--- config.mk ---
export PLATFORM = sky130hd
export DESIGN_NAME = vector_list_sequencer
export DESIGN_NICKNAME = d
export VERILOG_FILES = /design/src/rtl/vector_list_sequencer.sv
export SDC_FILE = /design/constraint.sdc
export NUM_CORES = 1
export LEC_CHECK = 0
export ABC_CLOCK_PERIOD_IN_PS = 4200
export CAP_MARGIN = 20
export CORE_MARGIN = 3
export CORE_UTILIZATION = 40
export DETAILED_ROUTE_END_ITERATION = 12
export PLACE_DENSITY = 0.66
export REMOVE_ABC_BUFFERS = 1
export SYNTH_ARGS = -nofsm -noshare
export SYNTH_HDL_FRONTEND = slang
export SYNTH_SLANG_ARGS = --single-unit
--- constraint.sdc ---
create_clock -name clk -period 4.2 [get_ports clk]
set_input_delay 0.42 -clock clk [delete_from_list [all_inputs] [get_ports clk]]
set_output_delay 0.42 -clock clk [all_outputs]
set_load 0.1 [all_outputs]
--- src/rtl/vector_list_sequencer.sv ---
// Walks the vector-image ROM once per frame and streams translated points to the line drawer.
// Optional build macro VSEQ_CLIP_EN: translated coordinates saturate at 255 instead of wrapping.
module vector_list_sequencer #(
  parameter int          ADDRESSWIDTH = 16,
  parameter int          DATAWIDTH    = 18,
  parameter int unsigned BASE0        = 0,
  parameter int unsigned BASE1        = 42,
  parameter int unsigned BASE2        = 48,
  parameter int unsigned BASE3        = 54,
  parameter int          MAX_OBJ_LEN  = 64
) (
  input  logic                    clk,
  input  logic                    rst_n,
  input  logic                    frame_start,
  input  logic [3:0]              obj_en,
  input  logic [31:0]             off_x,
  input  logic [31:0]             off_y,
  output logic [ADDRESSWIDTH-1:0] rom_addr,
  input  logic [DATAWIDTH-1:0]    rom_data,
  output logic                    pt_valid,
  input  logic                    pt_ready,
  output logic [7:0]              pt_x,
  output logic [7:0]              pt_y,
  output logic                    pt_line,
  output logic                    pt_last,
  output logic [1:0]              pt_obj,
  output logic                    busy,
  output logic                    frame_done,
  output logic                    overrun,
  output logic                    err_runaway
);

  localparam int                    CW       = $clog2(MAX_OBJ_LEN + 1);
  localparam logic [CW-1:0]         CNT_ONE  = CW'(1);
  localparam logic [CW-1:0]         CNT_LAST = CW'(MAX_OBJ_LEN - 1);
  localparam logic [ADDRESSWIDTH-1:0] ADDR_ONE = ADDRESSWIDTH'(1);

  typedef enum logic [2:0] {
    IDLE   = 3'd0,
    SELECT = 3'd1,
    FETCH  = 3'd2,
    EMIT   = 3'd3,
    DONE   = 3'd4
  } state_t;

  state_t                  state_r;
  logic [3:0]              pending_r;
  logic [31:0]             offx_r;
  logic [31:0]             offy_r;
  logic [CW-1:0]           cnt_r;

  logic [1:0]              sel_s;
  logic                    sel_found_s;
  logic [ADDRESSWIDTH-1:0] base_s;
  logic [7:0]              wx_s;
  logic [7:0]              wy_s;
  logic                    wline_s;
  logic                    wpos_s;
  logic [7:0]              ox_s;
  logic [7:0]              oy_s;

  function automatic logic [7:0] translate(input logic [7:0] v, input logic [7:0] off);
`ifdef VSEQ_CLIP_EN
    logic [8:0] sum;
    sum = {1'b0, v} + {1'b0, off};
    translate = sum[8] ? 8'hFF : sum[7:0];
`else
    translate = v + off;
`endif
  endfunction

  assign wx_s    = rom_data[DATAWIDTH-1 -: 8];
  assign wy_s    = rom_data[DATAWIDTH-9 -: 8];
  assign wline_s = rom_data[1];
  assign wpos_s  = rom_data[0];
  assign ox_s    = offx_r[{pt_obj, 3'b000} +: 8];
  assign oy_s    = offy_r[{pt_obj, 3'b000} +: 8];

  // Lowest-index enabled object that has not been walked yet this frame.
  always_comb begin
    sel_s       = 2'd0;
    sel_found_s = 1'b1;
    if (pending_r[0]) begin
      sel_s = 2'd0;
    end else if (pending_r[1]) begin
      sel_s = 2'd1;
    end else if (pending_r[2]) begin
      sel_s = 2'd2;
    end else if (pending_r[3]) begin
      sel_s = 2'd3;
    end else begin
      sel_found_s = 1'b0;
    end
  end

  // First ROM address of the selected object.
  always_comb begin
    case (sel_s)
      2'd0:    base_s = ADDRESSWIDTH'(BASE0);
      2'd1:    base_s = ADDRESSWIDTH'(BASE1);
      2'd2:    base_s = ADDRESSWIDTH'(BASE2);
      2'd3:    base_s = ADDRESSWIDTH'(BASE3);
      default: base_s = ADDRESSWIDTH'(BASE0);
    endcase
  end

  // Walk sequencer; every output is a register written here.
  always_ff @(posedge clk or negedge rst_n) begin
    if (!rst_n) begin
      state_r     <= IDLE;
      pending_r   <= 4'd0;
      offx_r      <= 32'd0;
      offy_r      <= 32'd0;
      cnt_r       <= '0;
      rom_addr    <= '0;
      pt_valid    <= 1'b0;
      pt_x        <= 8'd0;
      pt_y        <= 8'd0;
      pt_line     <= 1'b0;
      pt_last     <= 1'b0;
      pt_obj      <= 2'd0;
      busy        <= 1'b0;
      frame_done  <= 1'b0;
      overrun     <= 1'b0;
      err_runaway <= 1'b0;
    end else begin
      overrun    <= frame_start && (state_r != IDLE);
      frame_done <= 1'b0;
      case (state_r)
        IDLE: begin
          if (frame_start) begin
            pending_r <= obj_en;
            offx_r    <= off_x;
            offy_r    <= off_y;
            busy      <= 1'b1;
            state_r   <= SELECT;
          end
        end
        SELECT: begin
          if (sel_found_s) begin
            rom_addr         <= base_s;
            cnt_r            <= '0;
            pt_obj           <= sel_s;
            pending_r[sel_s] <= 1'b0;
            state_r          <= FETCH;
          end else begin
            frame_done <= 1'b1;
            state_r    <= DONE;
          end
        end
        FETCH: begin
          cnt_r <= cnt_r + CNT_ONE;
          // An end marker on the last allowed entry still closes the object normally.
          if (wline_s && wpos_s) begin
            pt_x     <= translate(wx_s, ox_s);
            pt_y     <= translate(wy_s, oy_s);
            pt_line  <= wline_s;
            pt_last  <= 1'b1;
            pt_valid <= 1'b1;
            state_r  <= EMIT;
          end else if (cnt_r == CNT_LAST) begin
            err_runaway <= 1'b1;
            state_r     <= SELECT;
          end else if (!wline_s && !wpos_s) begin
            rom_addr <= rom_addr + ADDR_ONE;
          end else begin
            pt_x     <= translate(wx_s, ox_s);
            pt_y     <= translate(wy_s, oy_s);
            pt_line  <= wline_s;
            pt_last  <= 1'b0;
            pt_valid <= 1'b1;
            state_r  <= EMIT;
          end
        end
        EMIT: begin
          if (pt_ready) begin
            pt_valid <= 1'b0;
            if (pt_last) begin
              state_r <= SELECT;
            end else begin
              rom_addr <= rom_addr + ADDR_ONE;
              state_r  <= FETCH;
            end
          end
        end
        DONE: begin
          busy    <= 1'b0;
          state_r <= IDLE;
        end
        default: begin
          state_r <= IDLE;
        end
      endcase
    end
  end

endmodule

==> results by stage <==
Detailed routing:
- The count of nets left with antenna violations once routing finished came out at 0.
- The routed design has 14,300 um of wire.
- Dividing the detail-routed wire length by the instance count gives 17.5 um.
- The number of design rule violations left after detail routing is 0.
- Dividing the detail-routed via count by the number of cells gives 5.44.
- The via count is 4,462.
- The initial DRC count is 235.
- For this run, the detailed router's first-pass iteration total came to 6.

Synthesis:
- The number of distinct standard cells referenced by the synthesized netlist is 52.
- Synthesis inferred 119 register bits.
- The cell area that synthesis handed to floorplanning was 5920 sq um.
- The share of synthesized registers carrying an async set or reset is 100%.
- The fraction of the yosys area taken by sequential cells is 50.3%.
- Synthesis produced a netlist whose cell count is 501.
- The most used flip-flop cell after synthesis is sky130_fd_sc_hd__dfrtp_1.
- During synthesis, Yosys emitted a total of 0 warnings.
- The number of flops mapped to enable cells by yosys is 0.
- The mean cell area of the mapped netlist is 11.8 sq um.

Final layout:
- Compared with the post-synthesis result, the final layout area differs by 33.6%.
- The count of cells in the finished layout, fillers not included, comes to 820.
- The fraction of final layout cells sized beyond drive strength 1 is 19.5%.
- The count of fill cells added during filler insertion is 1,180.
- The antenna diode count is 0.
- The count of nets after finishing is 739.

Clock network:
- No sink is reached through more buffers than the 2 on the longest clock path.
- The TritonCTS clock tree is built.
- The library cell used as clock root buffer is sky130_fd_sc_hd__clkbuf_16.
- The sink count of the clock tree is 119.
- The number of gates resized after CTS was 0.
- The post-CTS setup buffer count is 0.
- The clock insertion delay at the later pin of the skew report is 0.41 ns.
- Clock tree synthesis inserted a total of 17 buffers.
- The clock transition time at the flip-flop clock pins of the worst setup and hold paths is 0.05 ns.
- The quantity of hold-fixing buffers added after cts is 0.
- CTS built an H-tree with a depth of 4.

STA:
- The max-slew violation count was 0.
- Setup violations remaining at the end of the flow were counted as 0.
- Dividing the final minimum period by the clock period gives 72.9%.
- The relative max-transition margin is 31.3%.
- Setup repair after global routing left no endpoint under its margin.
- Static timing analysis puts the maximum clock frequency at 327 MHz.
- The worst-margin pin slew is 1.03 ns.
- Hold is met by 0.0619 ns.
- The final setup slack of the worst path is 1.14 ns.
- For the final database, setup skew stands at 0.00708 ns.
- For the final routed database, the setup TNS stands at 0 ns.
- The number of failing hold endpoints at the final stage is 0.
- The shortest period the worst path allows is 3.06 ns.

Global route:
- The global-route track usage on met3 is 6.08%.
- The overall track demand over capacity in global routing is 18.3%.
- The layer flagged by global routing as most heavily used is met2.
- The global-route wire length before repair is 23,400 um.
- Global routing consumed, on the met1 layer, 24.4% of the routing resources.
- Entering global routing, the biggest net connects 57 pins.
- For this run the aggregate overflow at the end of global routing stands at 0.
- The number of antenna violations at the first check in global routing is 0.
- The number of global-route vias before repair was 4,649.
- For met2 alone, demand over resource in global routing was 29.0%.

Critical path:
- The maximum fanout along the worst path is 12.
- The element type at the critical path start is a register.
- The worst setup path is of the reg -> reg kind.
- The startpoint identified for the worst register-to-register timing path is pt_obj[0].
- The worst endpoint data arrival time is 3.31 ns.
- The timing startpoint of the critical path is pt_obj[0].
- STA puts the critical path data required time at 4.45 ns.
- The critical path endpoint category is a register.

Die:
- The initial core utilization is 41.8%.
- The floorplan step set the die height to 128 um.
- The core region is 14,100 sq um.
- The count of pins on the block boundary is 131.
- The number of core rows is 43.
- The die outline width is 128 um.
- The die covers 16,300 sq um.

Power:
- Dividing total power by cell area gives a power density of 892 nW/um^2.
- The design draws 0.00705 W.
- The maximum VDD drop is 0.000859 V.
- The leakage power of the design is 3.27 nW.

Placed design:
- The worst slack after detailed placement is 1.12 ns.
- The cell count after placement is 792.
- The number of buffers added on ports is 130.
- Summed over all nets, the half-perimeter wirelength after detailed placement is 10,500 um.
- Routability-driven placement finished with a final weighted congestion of 0.791.

Run status:
- The flow ran to the end, and the final reports show no timing, DRC or antenna violations.

Job:
- The tool flagged a number of max-cap violations equal to 0.

Hold path:
- The worst hold path class is in -> async.
## critical path, stage by stage (launching register included)
cell and delay, ns:
sky130_fd_sc_hd__dfrtp_1 0.83, sky130_fd_sc_hd__mux4_2 0.61, sky130_fd_sc_hd__ha_1 0.24, sky130_fd_sc_hd__fa_1 0.43
sky130_fd_sc_hd__a211oi_1 0.27, sky130_fd_sc_hd__o21bai_1 0.12, sky130_fd_sc_hd__a21oi_1 0.17, sky130_fd_sc_hd__xor2_1 0.14
sky130_fd_sc_hd__o21ai_0 0.08
## registers in the layout (all words and copies together) (netlist names), 2 cells and up
| register | count |
|---|---|
| rom_addr | 16 |
| offx_r | 32 |
| state_r | 3 |
| pending_r | 4 |
| offy_r | 32 |
| pt_x | 8 |
| pt_obj | 2 |
| pt_y | 8 |
| cnt_r | 7 |
## final timing paths
check                           cells after the start  slack [ns]          end
max in group asynchronous                           2        3.15         busy
min in group clk                                    1        0.47  err_runaway
worst max register to register                      8        1.14      pt_y[6]
worst max-delay path                                8        1.14      pt_y[6]
worst min register to register                      1        0.47  err_runaway
worst min-delay path                                1        0.06   offx_r[11]
## layout make-up
cell class / instances / area, sq um / share of cell area, %
timing repair buffer: 137 / 1350 / 17.1
clock buffer: 25 / 515 / 6.52
tap: 180 / 225 / 2.85
multi-input combinational: 345 / 2780 / 35.2
clock inverter: 3 / 17.5 / 0.221
sequential: 119 / 2980 / 37.7
inverter: 11 / 41.3 / 0.522
## placed cells by master, fill, tap and decap left out, types with 3 or more instances in the layout
cell type | netlist | routed
sky130_fd_sc_hd__a211oi_1 | 4 | 4
sky130_fd_sc_hd__a21o_1 | 5 | 5
sky130_fd_sc_hd__a21oi_1 | 26 | 26
sky130_fd_sc_hd__a22o_1 | 4 | 4
sky130_fd_sc_hd__a31oi_1 | 7 | 7
sky130_fd_sc_hd__and3_1 | 4 | 4
sky130_fd_sc_hd__buf_4 | 1 | 8
sky130_fd_sc_hd__clkbuf_16 | 0 | 17
sky130_fd_sc_hd__clkbuf_8 | 0 | 6
sky130_fd_sc_hd__clkdlybuf4s50_1 | 0 | 129
sky130_fd_sc_hd__dfrtp_1 | 119 | 119
sky130_fd_sc_hd__ha_1 | 16 | 16
sky130_fd_sc_hd__inv_1 | 11 | 11
sky130_fd_sc_hd__mux2_2 | 69 | 69
sky130_fd_sc_hd__mux4_2 | 16 | 16
sky130_fd_sc_hd__nand2_1 | 29 | 29
sky130_fd_sc_hd__nand3_1 | 7 | 7
sky130_fd_sc_hd__nand4_1 | 5 | 5
sky130_fd_sc_hd__nor2_1 | 29 | 29
sky130_fd_sc_hd__nor2b_1 | 3 | 3
sky130_fd_sc_hd__nor3_1 | 8 | 8
sky130_fd_sc_hd__o21ai_0 | 45 | 45
sky130_fd_sc_hd__o21bai_1 | 3 | 3
sky130_fd_sc_hd__o22a_1 | 4 | 4
sky130_fd_sc_hd__o31ai_1 | 11 | 11
sky130_fd_sc_hd__or3_1 | 5 | 5
sky130_fd_sc_hd__xnor2_1 | 5 | 5
sky130_fd_sc_hd__xor2_1 | 7 | 7
## stage by stage
step | area, sq um | util, %
CTS | 7910 | 55.9
detailed placement | 7380 | 52.1
global route | 7910 | 55.9
floorplan | 5800 | -
global placement | 7380 | 52.1
finish | 7910 | 55.9
## synth_stat cells (all sizes together), types with 2 or more instances
| master | n | area share, % |
|---|---|---|
| and2 | 3 | 0.32 |
| mux2 | 69 | 13 |
| nor3 | 8 | 0.68 |
| a211oi | 4 | 0.51 |
| and3 | 4 | 0.42 |
| o31a | 2 | 0.30 |
| nand2 | 29 | 1.8 |
| nor2 | 29 | 1.8 |
| or4 | 2 | 0.25 |
| or3 | 5 | 0.53 |
| a22o | 4 | 0.59 |
| o21bai | 3 | 0.38 |
| o21ai | 45 | 3.8 |
| inv | 11 | 0.70 |
| nor2b | 3 | 0.32 |
| or3b | 2 | 0.30 |
| o31ai | 11 | 1.4 |
| clkbuf | 13 | 0.82 |
| a41oi | 2 | 0.30 |
| xor2 | 7 | 1.0 |
| o41ai | 2 | 0.55 |
| o22a | 4 | 0.59 |
| nand4 | 5 | 0.53 |
| a21oi | 26 | 2.2 |
| mux4 | 16 | 6.1 |
| ha | 16 | 3.4 |
| buf | 13 | 1.2 |
| xnor2 | 5 | 0.74 |
| dfrtp | 119 | 50 |
| nand3 | 7 | 0.59 |
| o211ai | 2 | 0.25 |
| or2 | 2 | 0.21 |
| a21o | 5 | 0.63 |
| a31oi | 7 | 0.74 |
| nor3b | 2 | 0.25 |
| fa | 2 | 0.68 |
## layer usage
layer  vias to the layer above  wire [um]
met2                       151       6660
met5                         -          0
met3                        14       1020
met1                      2183       6520
met4                         0        133
li1                       2114          -
## where the power goes
| group | total, W | internal (W) | switching (W) |
|---|---|---|---|
| combinational | 0.00373 | 0.00149 | 0.00223 |
| sequential | 0.00202 | 0.00166 | 0.000364 |
| clock | 0.00131 | 0.000831 | 0.000474 |
## kinds of logic after synthesis
kind of cell,Yosys count,synth area share (%)
xor gates and xnor gates,12,1.78
DFF,119,50.3
adders and majority gates,18,4.06
and+or+nand+nor,106,8.71
AOI/OAI and AO/OA,123,13.0
buffers and inverters,37,2.75
muxes,86,19.4
Note: power is estimated with default switching activity, not from simulation.
